--- config.mk ---
export PLATFORM = sky130hd
export DESIGN_NAME = glb_bus_scheduler
export DESIGN_NICKNAME = d
export VERILOG_FILES = /design/src/rtl/glb_bus_scheduler.sv
export SDC_FILE = /design/constraint.sdc
export NUM_CORES = 1
export LEC_CHECK = 0
export CAP_MARGIN = 20
export CORE_ASPECT_RATIO = 0.75
export CORE_MARGIN = 2
export CORE_UTILIZATION = 50
export DETAILED_ROUTE_END_ITERATION = 6
export PLACE_DENSITY = 0.69
export SLEW_MARGIN = 20
export SYNTH_ARGS = -nofsm -noshare
export SYNTH_HDL_FRONTEND = slang
export SYNTH_SLANG_ARGS = --single-unit
--- constraint.sdc ---
create_clock -name clk -period 11.58 [get_ports clk]
set_clock_uncertainty 0.1 [all_clocks]
set_input_delay 1.737 -clock clk [delete_from_list [all_inputs] [get_ports clk]]
set_output_delay 1.737 -clock clk [all_outputs]
set_load 0.05 [all_outputs]
--- src/rtl/glb_bus_scheduler.sv ---
// Transfer scheduler: stages tagged upstream words in a FIFO and broadcasts them to the
// multicaster bus, counting a configured number of words per transfer.
module glb_bus_scheduler #(
  parameter int unsigned DATA_WIDTH = 16,
  parameter int unsigned NUM_COL    = 4,
  parameter int unsigned ID_WIDTH   = 4,
  parameter int unsigned FIFO_DEPTH = 8,
  parameter int unsigned LEN_WIDTH  = 16
) (
  input  logic                          clk,
  input  logic                          rstn,
  input  logic                          cfg_start,
  input  logic [LEN_WIDTH-1:0]          cfg_len,
  output logic                          busy,
  output logic                          done,
  input  logic                          in_valid,
  output logic                          in_ready,
  input  logic [DATA_WIDTH-1:0]         in_data,
  input  logic [ID_WIDTH-1:0]           in_row_id,
  input  logic [ID_WIDTH-1:0]           in_col_id,
  output logic                          bus_valid,
  input  logic                          bus_ready,
  output logic [DATA_WIDTH-1:0]         bus_data,
  output logic [ID_WIDTH-1:0]           bus_row_id,
  output logic [ID_WIDTH-1:0]           bus_col_id,
  output logic [$clog2(FIFO_DEPTH):0]   fifo_count
);

  localparam int unsigned AW = $clog2(FIFO_DEPTH);
  localparam int unsigned CW = AW + 1;
  localparam int unsigned EW = DATA_WIDTH + 2 * ID_WIDTH;

  // Column IDs are passed through untouched; NUM_COL only has to be a sane value.
  if (NUM_COL == 0 || FIFO_DEPTH < 2 || (FIFO_DEPTH & (FIFO_DEPTH - 1)) != 0) begin : g_bad_param
    $error("glb_bus_scheduler: illegal NUM_COL or FIFO_DEPTH");
  end

  typedef enum logic [1:0] {StIdle, StStream, StDone} state_e;

  state_e               state_q;
  logic [LEN_WIDTH-1:0] len_q;
  logic [LEN_WIDTH-1:0] accepted_q;
  logic [LEN_WIDTH-1:0] sent_q;
  logic [AW-1:0]        wptr_q;
  logic [AW-1:0]        rptr_q;
  logic [CW-1:0]        count_q;
  logic [EW-1:0]        mem_q [FIFO_DEPTH];

  logic          fifo_full;
  logic          push;
  logic          pop;
  logic          last_pop;
  logic [EW-1:0] head;

  // in_ready depends only on registered state, never on bus_ready.
  assign fifo_full = (count_q == CW'(FIFO_DEPTH));
  assign in_ready  = (state_q == StStream) && !fifo_full && (accepted_q < len_q);
  assign push      = in_valid && in_ready;
  assign bus_valid = (count_q != '0);
  assign pop       = bus_valid && bus_ready;
  assign last_pop  = pop && (state_q == StStream) && ((sent_q + LEN_WIDTH'(1)) == len_q);

  // Payload reads as zero whenever nothing is staged, so a flushed FIFO shows a clean bus.
  assign head = mem_q[rptr_q];
  assign {bus_data, bus_row_id, bus_col_id} = bus_valid ? head : '0;

  assign busy       = (state_q != StIdle);
  assign done       = (state_q == StDone);
  assign fifo_count = count_q;

  always_ff @(posedge clk or negedge rstn) begin
    if (!rstn) begin
      state_q    <= StIdle;
      len_q      <= '0;
      accepted_q <= '0;
      sent_q     <= '0;
    end else begin
      case (state_q)
        StIdle: begin
          if (cfg_start) begin
            len_q      <= cfg_len;
            accepted_q <= '0;
            sent_q     <= '0;
            state_q    <= (cfg_len != '0) ? StStream : StDone;
          end
        end
        StStream: begin
          if (push) accepted_q <= accepted_q + LEN_WIDTH'(1);
          if (pop) sent_q <= sent_q + LEN_WIDTH'(1);
          if (last_pop) state_q <= StDone;
        end
        StDone: begin
          state_q <= StIdle;
        end
        default: begin
          state_q <= StIdle;
        end
      endcase
    end
  end

  always_ff @(posedge clk or negedge rstn) begin
    if (!rstn) begin
      wptr_q  <= '0;
      rptr_q  <= '0;
      count_q <= '0;
    end else begin
      if (push) wptr_q <= wptr_q + AW'(1);
      if (pop) rptr_q <= rptr_q + AW'(1);
      case ({push, pop})
        2'b10:   count_q <= count_q + CW'(1);
        2'b01:   count_q <= count_q - CW'(1);
        default: count_q <= count_q;
      endcase
    end
  end

  // Storage needs no reset: entries are only visible once counted.
  always_ff @(posedge clk) begin
    if (push) mem_q[wptr_q] <= {in_data, in_row_id, in_col_id};
  end

  a_no_push_when_full: assert property (@(posedge clk) disable iff (!rstn) !(push && fifo_full));
  a_count_bound: assert property (@(posedge clk) disable iff (!rstn) count_q <= CW'(FIFO_DEPTH));

endmodule

==> implementation parameters <==
Parameter                              Value

Power and ir drop
  Tot Pwr    0.00319 W
  Proportion of total power due to net switching    36.5%
  Relative contribution of the clock network to total power    23.0%
  PwrDens    246 nW/um^2
  Cell internal pwr    0.00203 W
  Net load switching power    0.00117 W
  Static power due to leakage    4.64 nW
  Part of the power in registers    38.7%
  Worst vdd rail ir drop    0.000135 V
  Combinational share of power    38.3%

CTS
  CTS tree    yes
  Clock transition at the registers of the reported paths    0.06 ns
  Number of buffers added by the clock tree synthesis step    25
  Root buffer cell    sky130_fd_sc_hd__clkbuf_16
  Number of clock sinks    252
  Hold bufs inserted after CTS    0
  Insertion delay to the later sink of the worst-skew pair    0.51 ns
  Number of resized instances in the post-cts repair step    0
  Setup bufs post-CTS    0
  Maximum level of the CTS H-tree    1
  Maximum number of buffers from clock root to sink    3

Setup path
  Max stage delay cell, worst path    sky130_fd_sc_hd__clkdlybuf4s50_1
  Largest stage delay, worst path    0.69 ns
  Dominant delay contributor by cell family on the critical path    simple AND/OR/NAND/NOR gates
  Most numerous cell on the critical path    sky130_fd_sc_hd__inv_1
  Crit-path max FO    8
  Element type at the critical path start    register
  Critical Path Sink Type    output pin
  Sum of buffers and inverters on the critical path    3
  CP Data Arrival Time    3.16 ns
  Cells along the critical path    inv_1 > ha_1 > nand4_1 > nor4_1 > a32oi_4 > nand2_4 > inv_1 > clkdlybuf4s50_1
  Worst EP required    9.74 ns
  Type of the setup path with the least slack    reg -> out

Finish
  Most frequent standard cell in the layout excluding fill and tap cells    sky130_fd_sc_hd__edfxtp_1
  # fillers    1565
  Finished Cell Area    13000 sq um
  Final net count    888
  Fraction of layout instances using a drive strength above 1    15.0%
  Top library cells by usage in the layout, fill and taps aside    sky130_fd_sc_hd__edfxtp_1 (192), sky130_fd_sc_hd__clkdlybuf4s50_1 (75), sky130_fd_sc_hd__dfrtp_1 (58)
  Number of antenna cells inserted    0
  Relative area change from synthesis to final layout    18.1%

Timing
  Number of pins exceeding their max-slew limit in the final report    0
  Peak Freq    0.200 GHz
  Hold Vio Cnt, Final    0
  Remaining max-slew budget at the tightest pin    42.4%
  Final Critical Period    5.00 ns
  Transition time at the pin with the least slew margin    0.862 ns
  Period Utilization, post-route    43.1%
  TNS Setup    0 ns
  Setup-failing EPs final    0
  Unrepaired setup endpoints after global routing    false

Floorplanning
  Effective utilization at floorplan    51.5%
  Chip height    132 um
  Total die area    23200 sq um
  Floorplan Core Area    21400 sq um
  Number of core rows    46
  I/O pin count    77
  Die width    175 um

Yosys
  Number of distinct library cell variants in the gate-level netlist after synthesis    48
  Cell accounting for the most synthesized area    sky130_fd_sc_hd__edfxtp_1
  Average instance area after synthesis    15.1 sq um
  Portion of the post-synthesis area used by sequential elements    66.0%
  Ys flop type    sky130_fd_sc_hd__edfxtp_1
  Share of Yosys cell area claimed by the top area cell type    52.4%
  Net count after synthesis    795
  Post-Synthesis Cells    727
  Area of the mapped netlist    11000 sq um
  Number of synthesized register bits    252
  Post-synthesis async set-or-reset flop share    23.8%
  Count of flip-flops with a built-in enable after synthesis    192
  Top area cells in the synthesized netlist    sky130_fd_sc_hd__edfxtp_1 (52%), sky130_fd_sc_hd__dfrtp_1 (14%), sky130_fd_sc_hd__mux4_2 (9.8%)
  Yosys warning count    0

Global routing
  Pin count of the biggest net entering global routing    61
  Antenna violations before repair    0
  Vias in the first global route    6601
  Tot GR Track Use    20.5%
  Congestion Overflow GR    0
  Wire length of the first global-routing pass    37.0 mm

Placed design
  Number of port buffers    76
  Placer congestion estimate    0.868
  Placed standard-cell area    12200 sq um
  DP Wirelength    15.2 mm

Drt
  Iter 0 DRT Violations    490
  DR WL/cell    20.7 um
  DR vias    6582
  First-pass iteration count of the detailed router    5
  Final routed wirelength across all metal layers    23.3 mm
  Via density per instance    5.85
  Final antenna-violating net count    0
  DRC violations left    0

Flow run
  Maximum capacitance violations    0

Outcome
  Status    finished clean

Min path
  Kind of path behind the tightest hold check    reg -> reg
## synthesized netlist by cell type (7+ instances only)
cell type	instances
sky130_fd_sc_hd__edfxtp_1	192
sky130_fd_sc_hd__o21ai_0	42
sky130_fd_sc_hd__mux2i_1	26
sky130_fd_sc_hd__nand2_1	53
sky130_fd_sc_hd__or4_1	10
sky130_fd_sc_hd__o21ai_1	7
sky130_fd_sc_hd__ha_1	22
sky130_fd_sc_hd__xor2_1	13
sky130_fd_sc_hd__a21oi_1	14
sky130_fd_sc_hd__mux4_2	48
sky130_fd_sc_hd__nor3_1	8
sky130_fd_sc_hd__nor4_1	11
sky130_fd_sc_hd__nand3_1	14
sky130_fd_sc_hd__dfrtp_1	60
sky130_fd_sc_hd__inv_1	28
sky130_fd_sc_hd__clkbuf_1	19
sky130_fd_sc_hd__xnor2_1	21
sky130_fd_sc_hd__nand4_1	18
sky130_fd_sc_hd__nor2_1	43
sky130_fd_sc_hd__buf_1	8
sky130_fd_sc_hd__o31ai_1	13
## final timing paths
path	from	endpoint	slack, ns	cells past startpoint
worst min-delay path	sent_q[15]	sent_q[15]	0.42	1
worst max-delay path	len_q[15]	in_ready	6.58	8
max in group asynchronous	rstn	rptr_q[0]	9.51	2
min in group asynchronous	rstn	state_q[0]	1.28	2
worst max register to register	len_q[15]	fifo_count[3]	7.73	15
worst min register to register	sent_q[15]	sent_q[15]	0.42	1
## kinds of logic (layout without fill, tap and decap cells)
logic type | after synthesis | after routing | synth area share [%]
AOI/OAI and AO/OA | 97 | 97 | 5.63
xor gates and xnor gates | 34 | 34 | 2.71
adders and majority gates | 23 | 23 | 2.68
buffers and inverters | 62 | 173 | 2.17
DFF | 252 | 252 | 66.0
muxes | 76 | 76 | 12.4
and+or+nand+nor | 183 | 183 | 8.38
## area by class of cell
class / instances / area (sq um) / area share, %
inverter: 30 / 113 / 0.866
clock inverter: 16 / 106 / 0.818
timing repair buffer: 98 / 947 / 7.29
sequential: 252 / 7270 / 55.9
clock buffer: 29 / 641 / 4.93
multi-input combinational: 413 / 3560 / 27.4
tap: 288 / 360 / 2.77
## metrics by stage
step	instances	util, %	hold slack, ns	setup WS (ns)
final	1126	60.9	0.419	6.58
after global routing	1126	60.9	0.451	6.42
after CTS	1124	60.7	0.418	6.42
after detailed placement	1079	57.2	0.407	6.98
after floorplan	727	-	0.370	6.15
after global placement	1079	57.2	0.393	6.98
## power by group through the flow
stage                     Sequential (W)  Combinational [W]  Clock, W
after floorplan                  0.00122           0.000859         0
after global placement           0.00127            0.00116         0
after detailed placement         0.00129            0.00118         0
after CTS                        0.00127            0.00119  0.000749
after global routing             0.00125            0.00130  0.000785
final                            0.00123            0.00122  0.000735
## worst reg2reg max path: cells and delay by family, from the launching register on
family | cells | cell delay [ns]
DFF | 1 | 0.38
and+or+nand+nor | 5 | 0.99
buffers and inverters | 2 | 0.47
adders and majority gates | 3 | 0.92
AOI/OAI and AO/OA | 3 | 0.58
xor gates and xnor gates | 2 | 0.29
## registers in the layout, summed over array words and instances, names as in the netlist
name / flops
mem_q: 192
accepted_q: 16
len_q: 16
sent_q: 16
fifo_count: 4
rptr_q: 3
wptr_q: 3
state_q: 2
## routing by layer
layer	GRT usage, %	vias to the layer above	part of all wire, %
li1	-	3007	-
met1	31.0	3348	46
met2	32.0	191	47
met3	2.96	36	5.7
met4	4.54	0	1.9
met5	0	-	0
(Power assumes the default switching activity.)
